[src/rtl/fifo_uart_tx.sv]
// fifo_uart_tx -- read-side consumer of a word FIFO that serialises each
// popped word onto a UART-style line: one start bit, the data bits LSB first,
// an optional even-parity bit, then one or more stop bits.
//
// Optional build macro: FIFO_UART_TX_PARITY_EN
//   If defined, a PARITY bit holding the XOR of the captured word follows the
//   data field. If undefined, there is no parity state or parity logic.
//
// Ports:
//   clk         system clock, rising edge
//   reset       asynchronous, active-high reset
//   enable      permits popping a new word (sampled only while idle)
//   fifo_empty  FIFO empty flag
//   fifo_data   word at the FIFO head, valid while fifo_empty is low
//   fifo_read   combinational pop strobe to the FIFO
//   tx          serial line, idles high
//   busy        high while a frame is in flight
//   tx_done     one-cycle pulse in the first idle cycle after a frame
module fifo_uart_tx #(
   parameter int DATA_WIDTH   = 8,
   parameter int CLKS_PER_BIT = 16,
   parameter int STOP_BITS    = 1
) (
   input  logic                  clk,
   input  logic                  reset,
   input  logic                  enable,
   input  logic                  fifo_empty,
   input  logic [DATA_WIDTH-1:0] fifo_data,
   output logic                  fifo_read,
   output logic                  tx,
   output logic                  busy,
   output logic                  tx_done
);
   localparam int CW = $clog2(CLKS_PER_BIT);
   // Bit index serves both the data field and the stop-bit count.
   localparam int BW = $clog2(DATA_WIDTH + 1);

   localparam logic [CW-1:0] CNT_LAST  = CW'(CLKS_PER_BIT - 1);
   localparam logic [BW-1:0] DATA_LAST = BW'(DATA_WIDTH - 1);
   localparam logic [BW-1:0] STOP_LAST = BW'(STOP_BITS - 1);

`ifdef FIFO_UART_TX_PARITY_EN
   typedef enum logic [2:0] {IDLE, START, DATA, PARITY, STOP} state_t;
`else
   typedef enum logic [2:0] {IDLE, START, DATA, STOP} state_t;
`endif

   state_t                  state_q;
   logic [CW-1:0]           cnt_q;
   logic [BW-1:0]           idx_q;
   logic [DATA_WIDTH-1:0]   shift_q, shift_d;
   logic                    tx_q, tx_done_q;
   logic                    bit_end;
`ifdef FIFO_UART_TX_PARITY_EN
   logic                    par_q;
`endif

   always_comb begin
      bit_end = (cnt_q == CNT_LAST);
      shift_d = shift_q >> 1;
   end

   // Pop and capture happen on the same edge, so the strobe is combinational.
   assign fifo_read = (state_q == IDLE) & enable & ~fifo_empty & ~reset;
   assign busy      = (state_q != IDLE);
   assign tx        = tx_q;
   assign tx_done   = tx_done_q;

   // tx is registered one state ahead: each transition loads the level of the
   // bit that the new state drives, so tx lines up with state_q.
   always_ff @(posedge clk or posedge reset) begin
      if (reset) begin
         state_q   <= IDLE;
         cnt_q     <= '0;
         idx_q     <= '0;
         shift_q   <= '0;
         tx_q      <= 1'b1;
         tx_done_q <= 1'b0;
`ifdef FIFO_UART_TX_PARITY_EN
         par_q     <= 1'b0;
`endif
      end else begin
         tx_done_q <= 1'b0;
         case (state_q)
            IDLE: begin
               tx_q <= 1'b1;
               if (fifo_read) begin
                  shift_q <= fifo_data;
`ifdef FIFO_UART_TX_PARITY_EN
                  par_q   <= ^fifo_data;
`endif
                  cnt_q   <= '0;
                  tx_q    <= 1'b0;
                  state_q <= START;
               end
            end
            START: begin
               if (bit_end) begin
                  cnt_q   <= '0;
                  idx_q   <= '0;
                  tx_q    <= shift_q[0];
                  state_q <= DATA;
               end else begin
                  cnt_q <= cnt_q + CW'(1);
               end
            end
            DATA: begin
               if (bit_end) begin
                  cnt_q   <= '0;
                  shift_q <= shift_d;
                  if (idx_q == DATA_LAST) begin
                     idx_q   <= '0;
`ifdef FIFO_UART_TX_PARITY_EN
                     tx_q    <= par_q;
                     state_q <= PARITY;
`else
                     tx_q    <= 1'b1;
                     state_q <= STOP;
`endif
                  end else begin
                     idx_q <= idx_q + BW'(1);
                     tx_q  <= shift_d[0];
                  end
               end else begin
                  cnt_q <= cnt_q + CW'(1);
               end
            end
`ifdef FIFO_UART_TX_PARITY_EN
            PARITY: begin
               if (bit_end) begin
                  cnt_q   <= '0;
                  idx_q   <= '0;
                  tx_q    <= 1'b1;
                  state_q <= STOP;
               end else begin
                  cnt_q <= cnt_q + CW'(1);
               end
            end
`endif
            STOP: begin
               tx_q <= 1'b1;
               if (bit_end) begin
                  cnt_q <= '0;
                  if (idx_q == STOP_LAST) begin
                     idx_q     <= '0;
                     tx_done_q <= 1'b1;
                     state_q   <= IDLE;
                  end else begin
                     idx_q <= idx_q + BW'(1);
                  end
               end else begin
                  cnt_q <= cnt_q + CW'(1);
               end
            end
            default: begin
               cnt_q   <= '0;
               idx_q   <= '0;
               tx_q    <= 1'b1;
               state_q <= IDLE;
            end
         endcase
      end
   end
endmodule

[config.mk]
export PLATFORM = sky130hd
export DESIGN_NAME = fifo_uart_tx
export DESIGN_NICKNAME = d
export VERILOG_FILES = /design/src/rtl/fifo_uart_tx.sv
export SDC_FILE = /design/constraint.sdc
export NUM_CORES = 1
export LEC_CHECK = 0
export CORE_MARGIN = 5
export CORE_UTILIZATION = 48
export DETAILED_ROUTE_END_ITERATION = 12
export GPL_TIMING_DRIVEN = 0
export PLACE_DENSITY_LB_ADDON = 0.15
export SLEW_MARGIN = 15
export SYNTH_ARGS = -nofsm -noshare
export SYNTH_HDL_FRONTEND = slang
export SYNTH_SLANG_ARGS = --single-unit
[constraint.sdc]
create_clock -name clk -period 1.8 [get_ports clk]
set_input_delay 0.45 -clock clk [delete_from_list [all_inputs] [get_ports clk]]
set_output_delay 0.45 -clock clk [all_outputs]
set_load 0.02 [all_outputs]
==> run metrics <==
final cell count without fillers=174; met1 GRT Util=between 10% and 20%; total power=approximately 0.00074 W; FMAX=~0.55 GHz; CP max FO=7; largest net degree at the start of global routing=21; iteration count of the initial detailed-routing pass=6; Die Ht=58.6 um; Area Growth Syn to Fin=34.6%; first-pass GRT wire length=between 4000 and 5000 um; most common library cells after synthesis=19 x dfrtp_1, 10 x inv_1, 10 x nor2_1, 10 x o21ai_0, 9 x a21oi_1; Clk pin slew, worst setup/hold paths=approximately 0.12 ns; GP Congestion=approximately 0.84; VDD IR max=about 0.00037 V; endpoints failing setup=1; asr flop ratio synth=100%; CP Capture Type=register; Syn Area/Cell=roughly 10 um2; synthesized flop and latch total=20; Worst path slowest cell=dfrtp_1; Avg WL per Cell=around 16 um; ys flop type=dfrtp_1; Critical Path Start Type=register; layout cell share with drive strength beyond 1=between 20 and 30%; critical path class=reg2reg; row cnt=17; most frequent cell after synthesis=dfrtp_1; Fin. Hold Viols=0; Hold WC Path Type=in2async; clk_skew=0.00794 ns; deepest clock path buffer count=2; Post-Place Cells=around 160; leading area contributor after synthesis=dfrtp_1; ANT nets after route=0; initial antenna violation count=0; failing checks=negative setup slack; max cap viols=0; Root Driver=clkbuf_4; drt total wl=~2700 um; sequential area share after synthesis=around 44%; via count=between 900 and 1,000; synth warn=0; ranking of synthesized cells by area=dfrtp_1 42%, ha_1 7.7%, mux2i_1 7.1%, o21ai_0 4.4%, a21oi_1 4.0%; Top Usage Layer GRT=met2; Worst Path Required=2.00 ns; H-tree Lvls=1; crit path time final=roughly 1.8 ns; Placed Area=about 0.0013 mm2; Core Box Area=0.00223 mm2; fin crit share=101%; synthesized cell area=~0.0011 mm2; GR Util met2=between 20% and 30%; drt via density=~5.5; top-area cell type share of the netlist area=42.0%; status=complete, but fails checks; RSZ-0062 raised after global routing=yes; Final Max Tran Viols=0; Tot GR Track Use=about 16%; slew margin rel.=a little under half; n_diodes=0; cell family with most CP delay=simple AND/OR/NAND/NOR gates; GR Layer Usage met3=around 2.9%; hold_buf cts=0; number of global-route vias before repair=871; Power per Cell Area=approximately 480 mW/mm2; sequence of cells on the critical path=inv_2 > ha_2 > nor4b_4 > a211oi_2 > or3_4 > mux2_4; port bufs=15; io pins=16; setup ws final=-0.0115 ns; DRC violations left=0; initial core utilization=about 51%; Cells after Synth=around 120; clock sinks=20; Static Leak=0.753 nW; Initial DRC Count=13; clock latency on the worst-skew pair=0.31 ns; grt total ovfl=0; # nets final=166; die span in x=a little under 60 um; Worst Max-Slew Pin Slew=slightly below 0.8 ns; # fillers=approximately 170; Die ar.=approximately 0.0034 mm2; CTS tree=yes; Syn Nets=between 100 and 150; CP Buf/Inv Count=1; crit path DAT=~2.0 ns; hold_ws=0.351 ns; post-layout util=68.2%; Post-Layout Inst Area=roughly 0.0015 mm2; EDFF count, synth=0; dpl hpwl=1740 um; CP peak stage delay=approximately 0.39 ns; library cells used by synthesis=33; Num CTS Buffers=3
## cell type report
type	instances	area, um2	area share [%]
Buffer	2	12.5	0.821
Clock buffer	4	26.3	1.72
Inverter	10	42.5	2.79
Multi-Input combinational cell	82	653	42.9
Sequential cell	20	502	32.9
Tap cell	28	35.0	2.30
Timing Repair Buffer	28	253	16.6
## metrics by stage
stage | setup slack (ns) | setup TNS, ns
2_1_floorplan | 0.00727 | 0
3_3_place_gp | -0.747 | -4.30
3_5_place_dp | -0.754 | -4.83
4_1_cts | -0.0727 | -0.162
5_1_grt | -0.0658 | -0.296
6_report | -0.0115 | -0.0115
## registers in the layout (all words and copies together) (netlist names)
signal / cells
state_q: 2
shift_q: 8
tx_done: 1
tx: 1
idx_q: 4
cnt_q: 4
## power by group
| part | switching (W) | leakage (nW) | internal (W) |
|---|---|---|---|
| Sequential | 0.00000350 | 0.254 | 0.000455 |
| Clock | 0.000144 | 0.0150 | 0.0000864 |
| Combinational | 0.0000204 | 0.483 | 0.0000291 |
## repair_timing
| item | in CTS | in global routing |
|---|---|---|
| endpoints found under the setup margin | 16 | 16 |
| buffers inserted | 7 | 6 |
| gates resized for setup | 14 | 25 |
| pin swaps | 4 | 10 |
## cells by family after synthesis
kind of cell	count (synthesis)	share of synthesized area (%)
AOI/OAI and AO/OA	26	14.1
adders and majority gates	7	7.73
buffers and inverters	13	5.08
DFF	20	44.3
muxes	9	8.40
and+or+nand+nor	40	20.3
## path summary, 6_finish.rpt
check                                             from                      to  slack, ns  cells after the start
min in group clk                  cnt_q[3]$_DFFE_PP0P_    cnt_q[3]$_DFFE_PP0P_       0.53                      1
max in group asynchronous                        reset  shift_q[1]$_DFFE_PP0P_       0.96                      2
worst max register to register  state_q[0]$_DFFE_PP0P_  state_q[1]$_DFFE_PP0P_      -0.01                      6
worst min-delay path                             reset    cnt_q[2]$_DFFE_PP0P_       0.35                      2
worst min register to register    cnt_q[3]$_DFFE_PP0P_    cnt_q[3]$_DFFE_PP0P_       0.53                      1
worst max-delay path            state_q[0]$_DFFE_PP0P_  state_q[1]$_DFFE_PP0P_      -0.01                      6
## metal layers
metal	share of wire [%]	up-vias
met5	0	-
met3	4.5	6
met4	2.2	0
li1	-	468
met2	50	22
met1	43	462
## cells in the final DEF, fill, tap and decap left out, types with 3 or more instances in the layout
master and count:
ha_2 4, mux2i_1 8, dlymetal6s2s_1 3, nand2b_1 4
a21oi_1 9, nand3_1 4, nor2_1 8, clkdlybuf4s50_1 9
inv_2 3, dfrtp_1 19, nand2_1 7, buf_4 14
clkbuf_4 4, o21ai_0 9, inv_1 6
Note: power is estimated with default switching activity, not from simulation.
